[src/rtl/ask_demod_param_pkg.sv]
// Shared helpers for the ASK/OOK demodulator: width derivations and the peak decay shift.
// The optional adaptive threshold is selected with the ASK_DEMOD_ADAPTIVE_THR_EN macro.
package ask_demod_pkg;

  localparam int PEAK_DECAY_SH = 4;

  function automatic int clog2(input int v);
    int r;
    r = 0;
    for (int i = 0; i < 31; i++) begin
      if ((1 << i) < v) r = i + 1;
    end
    return (r < 1) ? 1 : r;
  endfunction

  function automatic int env_w(input int din_w);
    return din_w - 1;
  endfunction

  function automatic int acc_w(input int w, input int log2_depth);
    return w + log2_depth;
  endfunction

endpackage

[src/rtl/ask_demod_param_boxcar_lpf.sv]
// Boxcar moving-average filter: circular buffer of 2^LOG2_DEPTH samples plus a running sum.
// Buffer starts at zero, so the output ramps up over the first DEPTH samples.
module boxcar_lpf
  import ask_demod_pkg::*;
#(
  parameter int W          = 7,
  parameter int LOG2_DEPTH = 4
) (
  input  logic         clk_i,
  input  logic         rst_i,
  input  logic         valid_i,
  input  logic [W-1:0] sample_i,
  output logic [W-1:0] env_o,
  output logic         env_valid_o
);

  localparam int DEPTH = 1 << LOG2_DEPTH;
  localparam int ACC_W = acc_w(W, LOG2_DEPTH);

  logic [W-1:0]          buf_q [DEPTH];
  logic [LOG2_DEPTH-1:0] ptr_q, ptr_d;
  logic [ACC_W-1:0]      sum_q, sum_d;
  logic                  valid_q;

  always_comb begin
    sum_d = sum_q;
    ptr_d = ptr_q;
    if (valid_i) begin
      // The oldest entry is subtracted before it is overwritten, so the sum never exceeds DEPTH*max.
      sum_d = sum_q + ACC_W'(sample_i) - ACC_W'(buf_q[ptr_q]);
      ptr_d = ptr_q + 1'b1;
    end
  end

  always_ff @(posedge clk_i) begin
    if (rst_i) begin
      ptr_q   <= '0;
      sum_q   <= '0;
      valid_q <= 1'b0;
      for (int i = 0; i < DEPTH; i++) buf_q[i] <= '0;
    end else begin
      ptr_q   <= ptr_d;
      sum_q   <= sum_d;
      valid_q <= valid_i;
      if (valid_i) buf_q[ptr_q] <= sample_i;
    end
  end

  assign env_o       = sum_q[ACC_W-1:LOG2_DEPTH];
  assign env_valid_o = valid_q;

endmodule

[src/rtl/ask_demod_param.sv]
// Non-coherent ASK/OOK demodulator: rectifier -> boxcar LPF -> per-symbol slicer.
// Define ASK_DEMOD_ADAPTIVE_THR_EN for a peak-tracking threshold instead of the fixed THRESH.
module ask_demod_param
  import ask_demod_pkg::*;
#(
  parameter int DIN_W        = 8,
  parameter int LOG2_DEPTH   = 4,
  parameter int SPS          = 32,
  parameter int SAMPLE_PHASE = 24,
  parameter int THRESH       = 32,
  localparam int ENV_W       = env_w(DIN_W)
) (
  input  logic             clk,
  input  logic             rst,
  input  logic             din_valid,
  input  logic [DIN_W-1:0] din,
  input  logic             sym_sync,
  output logic [ENV_W-1:0] env_out,
  output logic             env_valid,
  output logic             bit_out,
  output logic             bit_valid,
  output logic [ENV_W-1:0] thr_out
);

  localparam int CNT_W = clog2(SPS);

  logic [ENV_W-1:0] abs_q, abs_d;
  logic             abs_vld_q;
  logic [ENV_W-1:0] env;
  logic             env_vld;
  logic [ENV_W-1:0] thr;
  logic [CNT_W-1:0] cnt_q, cnt_d, cnt_eff;
  logic             bit_q, bit_d, bit_vld_q, decide;

  // Magnitude of the most negative input does not fit ENV_W bits, so it saturates.
  always_comb begin
    abs_d = din[ENV_W-1:0];
    if (din[DIN_W-1]) begin
      if (din[ENV_W-1:0] == '0) abs_d = '1;
      else                      abs_d = ~din[ENV_W-1:0] + 1'b1;
    end
  end

  always_ff @(posedge clk) begin
    if (rst) begin
      abs_q     <= '0;
      abs_vld_q <= 1'b0;
    end else begin
      abs_vld_q <= din_valid;
      if (din_valid) abs_q <= abs_d;
    end
  end

  boxcar_lpf #(.W(ENV_W), .LOG2_DEPTH(LOG2_DEPTH)) u_lpf (
    .clk_i       (clk),
    .rst_i       (rst),
    .valid_i     (abs_vld_q),
    .sample_i    (abs_q),
    .env_o       (env),
    .env_valid_o (env_vld)
  );

  // A sync coinciding with a sample makes that sample count 0.
  always_comb begin
    cnt_eff = sym_sync ? '0 : cnt_q;
    decide  = env_vld && (cnt_eff == CNT_W'(SAMPLE_PHASE));
    cnt_d   = cnt_q;
    if (env_vld)       cnt_d = (cnt_eff == CNT_W'(SPS - 1)) ? '0 : cnt_eff + 1'b1;
    else if (sym_sync) cnt_d = '0;
    bit_d = decide ? (env >= thr) : bit_q;
  end

  always_ff @(posedge clk) begin
    if (rst) begin
      cnt_q     <= '0;
      bit_q     <= 1'b0;
      bit_vld_q <= 1'b0;
    end else begin
      cnt_q     <= cnt_d;
      bit_q     <= bit_d;
      bit_vld_q <= decide;
    end
  end

`ifdef ASK_DEMOD_ADAPTIVE_THR_EN
  logic [ENV_W-1:0] peak_q, peak_d, peak_max;

  // Max-hold first, then a 1/16 decay on decisions so the threshold follows fading amplitude.
  always_comb begin
    peak_max = (env_vld && (env > peak_q)) ? env : peak_q;
    peak_d   = decide ? (peak_max - (peak_max >> PEAK_DECAY_SH)) : peak_max;
  end

  always_ff @(posedge clk) begin
    if (rst) peak_q <= '0;
    else     peak_q <= peak_d;
  end

  assign thr = peak_q >> 1;
`else
  assign thr = ENV_W'(THRESH);
`endif

  assign env_out   = env;
  assign env_valid = env_vld;
  assign bit_out   = bit_q;
  assign bit_valid = bit_vld_q;
  assign thr_out   = thr;

endmodule
[config.mk]
export PLATFORM = sky130hd
export DESIGN_NAME = ask_demod_param
export DESIGN_NICKNAME = d
export VERILOG_FILES = /design/src/rtl/ask_demod_param_pkg.sv /design/src/rtl/ask_demod_param_boxcar_lpf.sv /design/src/rtl/ask_demod_param.sv
export SDC_FILE = /design/constraint.sdc
export NUM_CORES = 1
export LEC_CHECK = 0
export CELL_PAD_IN_SITES_DETAIL_PLACEMENT = 0
export CELL_PAD_IN_SITES_GLOBAL_PLACEMENT = 1
export CORE_MARGIN = 10
export CORE_UTILIZATION = 42
export DETAILED_ROUTE_END_ITERATION = 10
export GPL_ROUTABILITY_DRIVEN = 0
export PLACE_DENSITY = 0.65
export REMOVE_ABC_BUFFERS = 1
export SLEW_MARGIN = 10
export SYNTH_ARGS = -nofsm -noshare
export SYNTH_HDL_FRONTEND = slang
export SYNTH_SLANG_ARGS = --single-unit
[constraint.sdc]
create_clock -name clk -period 4.4 [get_ports clk]
set_clock_uncertainty 0.15 [all_clocks]
set_input_delay 0.88 -clock clk [delete_from_list [all_inputs] [get_ports clk]]
set_output_delay 0.88 -clock clk [all_outputs]
set_load 0.05 [all_outputs]
==> results of run 1 <==
-- logic make-up (layout without fill, tap and decap cells) --
family | after synthesis | in the layout
simple gates | 209 | 209
flops | 147 | 147
buf+inv | 103 | 117
compound gates | 44 | 44
mux | 41 | 41
fa+ha+maj | 28 | 28
xor+xnor | 17 | 17
other cells | 2 | 7
-- flip-flops by register name, indices dropped and copies added (netlist names), named ones only --
| signal | flops |
|---|---|
| u_lpf.ptr_q | 4 |
| abs_q | 7 |
| abs_vld_q | 1 |
| u_lpf.env_valid_o | 1 |
| bit_valid | 1 |
| bit_out | 1 |
| cnt_q | 5 |
| u_lpf.buf_q | 112 |
| u_lpf.sum_q | 11 |
-- power groups by stage --
stage               Combinational (mW)  Sequential (mW)  Clock [mW]
finish                           0.777             1.61        1.38
global route                     0.865             1.62        1.46
CTS                              0.784             1.61        1.40
detailed placement               0.781             1.64           0
global placement                 0.776             1.64           0
floorplan                        0.482             1.70           0
-- cells in the final DEF (no fill, tap or decap), drive strengths merged, types with 2 or more instances in the layout --
| cell | instances |
|---|---|
| nand4 | 3 |
| a211oi | 8 |
| xor2 | 11 |
| nor2 | 39 |
| fa | 7 |
| o31ai | 4 |
| clkbuf | 25 |
| o211ai | 3 |
| mux4 | 35 |
| a31o | 2 |
| and2 | 16 |
| clkdlybuf4s50 | 20 |
| ha | 21 |
| mux2i | 6 |
| a21o | 5 |
| clkinv | 11 |
| conb | 7 |
| or2 | 17 |
| inv | 34 |
| dfxtp | 35 |
| a221oi | 2 |
| xnor2 | 6 |
| nand3 | 5 |
| a21oi | 6 |
| edfxtp | 112 |
| bufinv | 2 |
| a31oi | 5 |
| nor3 | 76 |
| nor4 | 25 |
| o21ai | 5 |
| nor2b | 3 |
| nand2 | 14 |
| buf | 24 |
| nand2b | 7 |
-- stage by stage --
stage | worst slack (ns) | total power, mW
finish | 0.355 | 3.77
global placement | 0.462 | 2.41
global route | 0.104 | 3.94
floorplan | 0.0495 | 2.19
detailed placement | 0.363 | 2.42
CTS | 0.358 | 3.79
-- per-layer routing --
| layer | global-route usage [%] | part of all wire, % | wire length [um] |
|---|---|---|---|
| met1 | 19.3 | 44 | 7870 |
| met2 | 25.9 | 50 | 8910 |
| met3 | 3.40 | 4.8 | 860 |
| met4 | 5.04 | 1.8 | 326 |
| met5 | 0 | 0 | 0 |
-- critical path: stages (launching register included) --
cell and delay, ns:
dfxtp_1 0.37, buf_12 0.24, mux4_1 0.62, mux4_2 0.49, fa_1 0.49, inv_1 0.04
ha_1 0.34, a21oi_1 0.11, o211ai_1 0.32, a31oi_1 0.15, or4b_1 0.47, o311ai_0 0.11
-- path summary, 6_finish.rpt --
kind | from | to | slack [ns] | cells after the start
setup / recovery | flop | u_lpf.sum_q[8] | 0.35 | 11
hold / removal | bit_out | bit_out | 0.31 | 2
setup reg to reg | flop | u_lpf.sum_q[8] | 0.35 | 11
hold reg to reg | bit_out | bit_out | 0.31 | 2
-- area by class of cell --
class                           count  area (um^2)  share of cell area [%]
Inverter                           41          154                    1.85
Sequential cell                   147         4060                    48.7
Multi-Input combinational cell    346         2880                    34.6
Timing Repair Buffer               44          403                    4.83
Tap cell                          225          282                    3.38
Clock inverter                      7         86.3                    1.04
Clock buffer                       25          465                    5.58
==> summary.md, run 1 <==
| Metric | Value |
|---|---|
| Total vias in the final route | about 4.7k |
| Largest net degree at the start of global routing | 48 |
| Worst Tran Pin Value | roughly 0.78 ns |
| Hold-fix buffers at CTS | 0 |
| CTS Root Cell | clkbuf_16 |
| Top cell type's share of synthesized area | between 40% and 50% |
| Peak VDD IR | 324 uV |
| Final Hold Viols | 0 |
| Sequential area share after synthesis | a little over half |
| Leading area contributor after synthesis | edfxtp_1 |
| Nets | about 640 |
| P_leak | 2.98 nW |
| Cell Count Post-Placement | about 800 |
| Clock Latency Late Sink | 0.42 ns |
| Top-count cell post-synth | edfxtp_1 |
| CP Class | reg -> reg |
| Synth warn | 0 |
| Combinational Power Share | 20.6% |
| Area grow syn2layout | 12.5% |
| Switching Share | between 20 and 30% |
| Gr usage total | approximately 15% |
| CP endpoint kind | flop |
| Core Util, Final | between 40 and 50% |
| Compound-Gate Fraction of Synth Area | approximately 4% |
| Tmin final | 4.05 ns |
| CTS H-tree lvls | 4 |
| Rel. slew slack | between 40% and 50% |
| FF+latch count, synth | between 100 and 150 |
| Clock-pin slew on the worst setup and hold paths | roughly 0.060 ns |
| Number of DRC markers in iteration 0 | roughly 330 |
| Achievable clock frequency | between 200 and 250 MHz |
| Die X | approximately 150 um |
| CTS Buf Count | 17 |
| RSZ-0062 raised after global routing | no |
| Routed Antenna Nets | 0 |
| Seq pwr share | 42.7% |
| Clk buf depth | 2 |
| WP data required | 4.56 ns |
| Total grt overflow | 0 |
| CP Max Fanout | 28 |
| Post-CTS Setup Bufs | 0 |
| Psw | 1.04 mW |
| Layout cell share with drive strength beyond 1 | between 10% and 20% |
| Post-Synthesis Cells | slightly below 600 |
| Power density cells | between 400 and 500 nW/um^2 |
| Vias in the first global route | between 4k and 5k |
| Clock sink total | ~150 |
| Antenna violations before repair | 0 |
| # diodes | 0 |
| Post-synth EDFFs | 112 |
| Finished Layout Cells | approximately 840 |
| Adder-Cell Fraction of Synth Area | ~5.4% |
| Distinct cells, synth | 45 |
| Fin crit share | 91.9% |
| First-pass detailed-route iteration total | 7 |
| Starting Density | between 40 and 50% |
| Port buffer count | 21 |
| Post-DP HPWL | ~12000 um |
| Async set-reset flop share out of synthesis | 0% |
| Final setup fails | 0 |
| Simple-Gate Fraction of Synth Area | between 10% and 20% |
| Mean post-synth cell area | between 10 and 15 um^2 |
| Die Y | around 150 um |
| CTS tree | done |
| Die ar. | about 23000 um^2 |
| Setup TNS Final | 0 ns |
| Wire per inst | 21.5 um |
| Max Slew Vio Count | 0 |
| Final wirelength | about 18000 um |
| Outcome | finished, final reports clean |
| Placement Rows | 48 |
| Synthesized area | approximately 7400 um^2 |
| Placed cell area | between 7000 and 8000 um^2 |
| Mux cell area share after synthesis | between 10% and 20% |
| Core area | about 17000 um^2 |
| Largest family of logic cells by synthesized area | simple AND/OR/NAND/NOR gates |
| Cell area after layout | ~8300 um^2 |
| Vias/cell | between 5 and 6 |
| Critical Path Start Type | flop |
| Internal | roughly 2.7 mW |
| Clk network pwr share | a little under two fifths |
| Max Cap Viol | 0 |
| DR DRC count | 0 |
| First-pass GRT wire length | 28000 um |
| Area contributors post-synth | edfxtp_1 (45%), dfxtp_1 (9.5%), mux4_1 (6.7%) |
| Synth cell count leaders | edfxtp_1 (112), nor3_1 (76), nor2_1 (39) |
| Post-CTS Resized | 0 |
| Hold WS | 0.313 ns |
| Ys flop type | edfxtp_1 |
| I/O pin count | 29 |
| Min-Delay Path Class | reg -> reg |
| Worst Path Arrival | 4.20 ns |
| Filler cells | roughly 1.5k |
| Synth Area in XOR/XNOR | 2.01% |
Power figures use the tool's default switching activity.
==> run 2: changes to the inputs <==
CORE_UTILIZATION = 50   (was 42)
PLACE_DENSITY = 0.76   (was 0.65)
==> summary.md, run 2 (synthesis results as in run 1) <==
| Metric | Value |
|---|---|
| Outcome | finished, final reports clean |
| Nets | 635 |
| Max stage delay on crit path | ~0.59 ns |
| Number of DRC markers in iteration 0 | between 300 and 400 |
| Port buffer count | 21 |
| R2R setup slack | roughly 0.37 ns |
| Die Y | between 100 and 150 um |
| Post-CTS Setup Bufs | 0 |
| Routed Antenna Nets | 0 |
| End of the critical path | u_lpf.sum_q[8] |
| First-pass detailed-route iteration total | 5 |
| Starting Density | 51.0% |
| Max Slew Vio Count | 0 |
| CTS Root Cell | clkbuf_16 |
| Clock Latency Late Sink | ~0.42 ns |
| Min-Delay Path Class | reg -> reg |
| I/O pin count | 29 |
| CTS tree | done |
| Cell area after layout | around 8300 um^2 |
| CP delay by family, top | multiplexers |
| Rel. slew slack | between 30% and 40% |
| Cell Count Post-Placement | between 700 and 800 |
| Fin crit share | between 90% and 100% |
| Total grt overflow | 0 |
| Post-CTS Resized | 0 |
| Area grow syn2layout | 12.7% |
| Critical Path Start Type | flop |
| Layout cell share with drive strength beyond 1 | between 10% and 20% |
| DR DRC count | 0 |
| Finished Layout Cells | 792 |
| CP Class | reg -> reg |
| Placement Rows | 44 |
| Biggest regs | u_lpf.buf_q x112, u_lpf.sum_q x11, abs_q x7 |
| Hold-fix buffers at CTS | 0 |
| Wire length on met2 | about 8500 um |
| Max Cap Viol | 0 |
| Hold Path Origin | bit_out |
| WP data required | 4.56 ns |
| Antenna violations before repair | 0 |
| Leading cell type in the layout, fill and taps excluded | edfxtp_1 |
| M1 WL | around 7300 um |
| CTS H-tree lvls | 4 |
| Worst Tran Pin Value | ~0.93 ns |
| Clock sink total | between 100 and 150 |
| CP Cell Sequence | buf_12, mux4_1, mux4_2, fa_1, inv_1, ha_1, a21oi_1, o211ai_1, a31oi_1, or4b_1, o311ai_0 |
| Gr usage total | approximately 17% |
| Largest net degree at the start of global routing | 48 |
| Vias in the first global route | 4731 |
| Final wirelength | roughly 17000 um |
| Crit. path cell count | 11 |
| Setup TNS Final | 0 ns |
| Clk buf depth | 2 |
| RSZ-0062 raised after global routing | no |
| Final setup fails | 0 |
| Commonest cells after routing, fill and taps aside | edfxtp_1 (112), nor3_1 (76), nor2_1 (39), dfxtp_1 (35), inv_1 (34) |
| Total vias in the final route | 4721 |
| CP bufs+invs | 2 |
| Vias/cell | roughly 6.0 |
| Post-DP HPWL | 11200 um |
| Met3 wire len | slightly below 900 um |
| Top reg by flops | u_lpf.buf_q |
| Worst Path Arrival | 4.19 ns |
| Slowest cell on crit path | mux4_1 |
| CP Max Fanout | 28 |
| Wire per inst | about 22 um |
| Tmin final | 4.03 ns |
| Worst reg2reg endpoint | u_lpf.sum_q[8] |
| Achievable clock frequency | approximately 250 MHz |
| Max FFs per register | ~110 |
| Power density cells | between 400 and 500 nW/um^2 |
| Worst Reg2Reg Path Length in Cells | 11 |
| Core area | 14500 um^2 |
| # diodes | 0 |
| Die X | around 140 um |
| Final Hold Viols | 0 |
| Max layer used | met4 |
| CP endpoint kind | flop |
| Peak VDD IR | 306 uV |
| Clock-pin slew on the worst setup and hold paths | approximately 0.060 ns |
| CTS Buf Count | 17 |
| Die ar. | between 20000 and 25000 um^2 |
| First-pass GRT wire length | 26700 um |
| Placed cell area | between 7000 and 8000 um^2 |
| P_leak | a little over 3 nW |
==> run 2: cell types whose count changed in the layout (fill, tap and decap cells not counted), sizes merged <==
cell	previous run	this run
buf	24	22
clkinv	11	10
clkbuf	25	29
bufinv	2	0
clkinvlp	1	0
==> run 2: worst register-to-register path, stage by stage (launching register included) <==
cell and delay [ns]:
dfxtp_1 0.36, buf_12 0.23, mux4_1 0.62, mux4_2 0.49, fa_1 0.50, inv_1 0.04
ha_1 0.36, a21oi_1 0.12, o211ai_1 0.33, a31oi_1 0.15, or4b_1 0.47, o311ai_0 0.10
==> run 2: layer usage <==
metal  vias to the layer above  track usage [%]
li1                       2188                -
met1                      2339             22.2
met2                       170             28.3
met3                        24             3.64
met4                         0             7.15
met5                         -                0
==> run 2: final cells by class <==
type / count / area (um^2)
Clock buffer: 29 / 623
Clock inverter: 3 / 18.8
Fill cell: 1196 / 6180
Inverter: 41 / 154
Multi-Input combinational cell: 346 / 2880
Sequential cell: 147 / 4060
Tap cell: 184 / 230
Timing Repair Buffer: 42 / 375
==> run 2: power breakdown <==
| group | switching, mW | internal (mW) |
|---|---|---|
| registers | 0.0458 | 1.56 |
| logic | 0.453 | 0.315 |
| clock network | 0.539 | 0.966 |
| total | 1.04 | 2.84 |
==> run 2: metrics by stage <==
step	setup slack (ns)	hold WS, ns	utilization, %	total power [mW]
after floorplan	0.0495	0.293	-	2.19
after global placement	0.501	0.311	53.0	2.40
after detailed placement	0.422	0.311	53.0	2.40
after CTS	0.400	0.320	57.4	3.90
after global routing	0.159	0.353	57.4	4.04
final	0.374	0.315	57.4	3.88
==> run 2: worst min-delay path by stage <==
stage,endpoint,depth (start not counted)
after floorplan,abs_q[6],2
after global placement,bit_out,2
after detailed placement,bit_out,2
after CTS,bit_out,2
after global routing,abs_q[6],2
final,bit_out,2
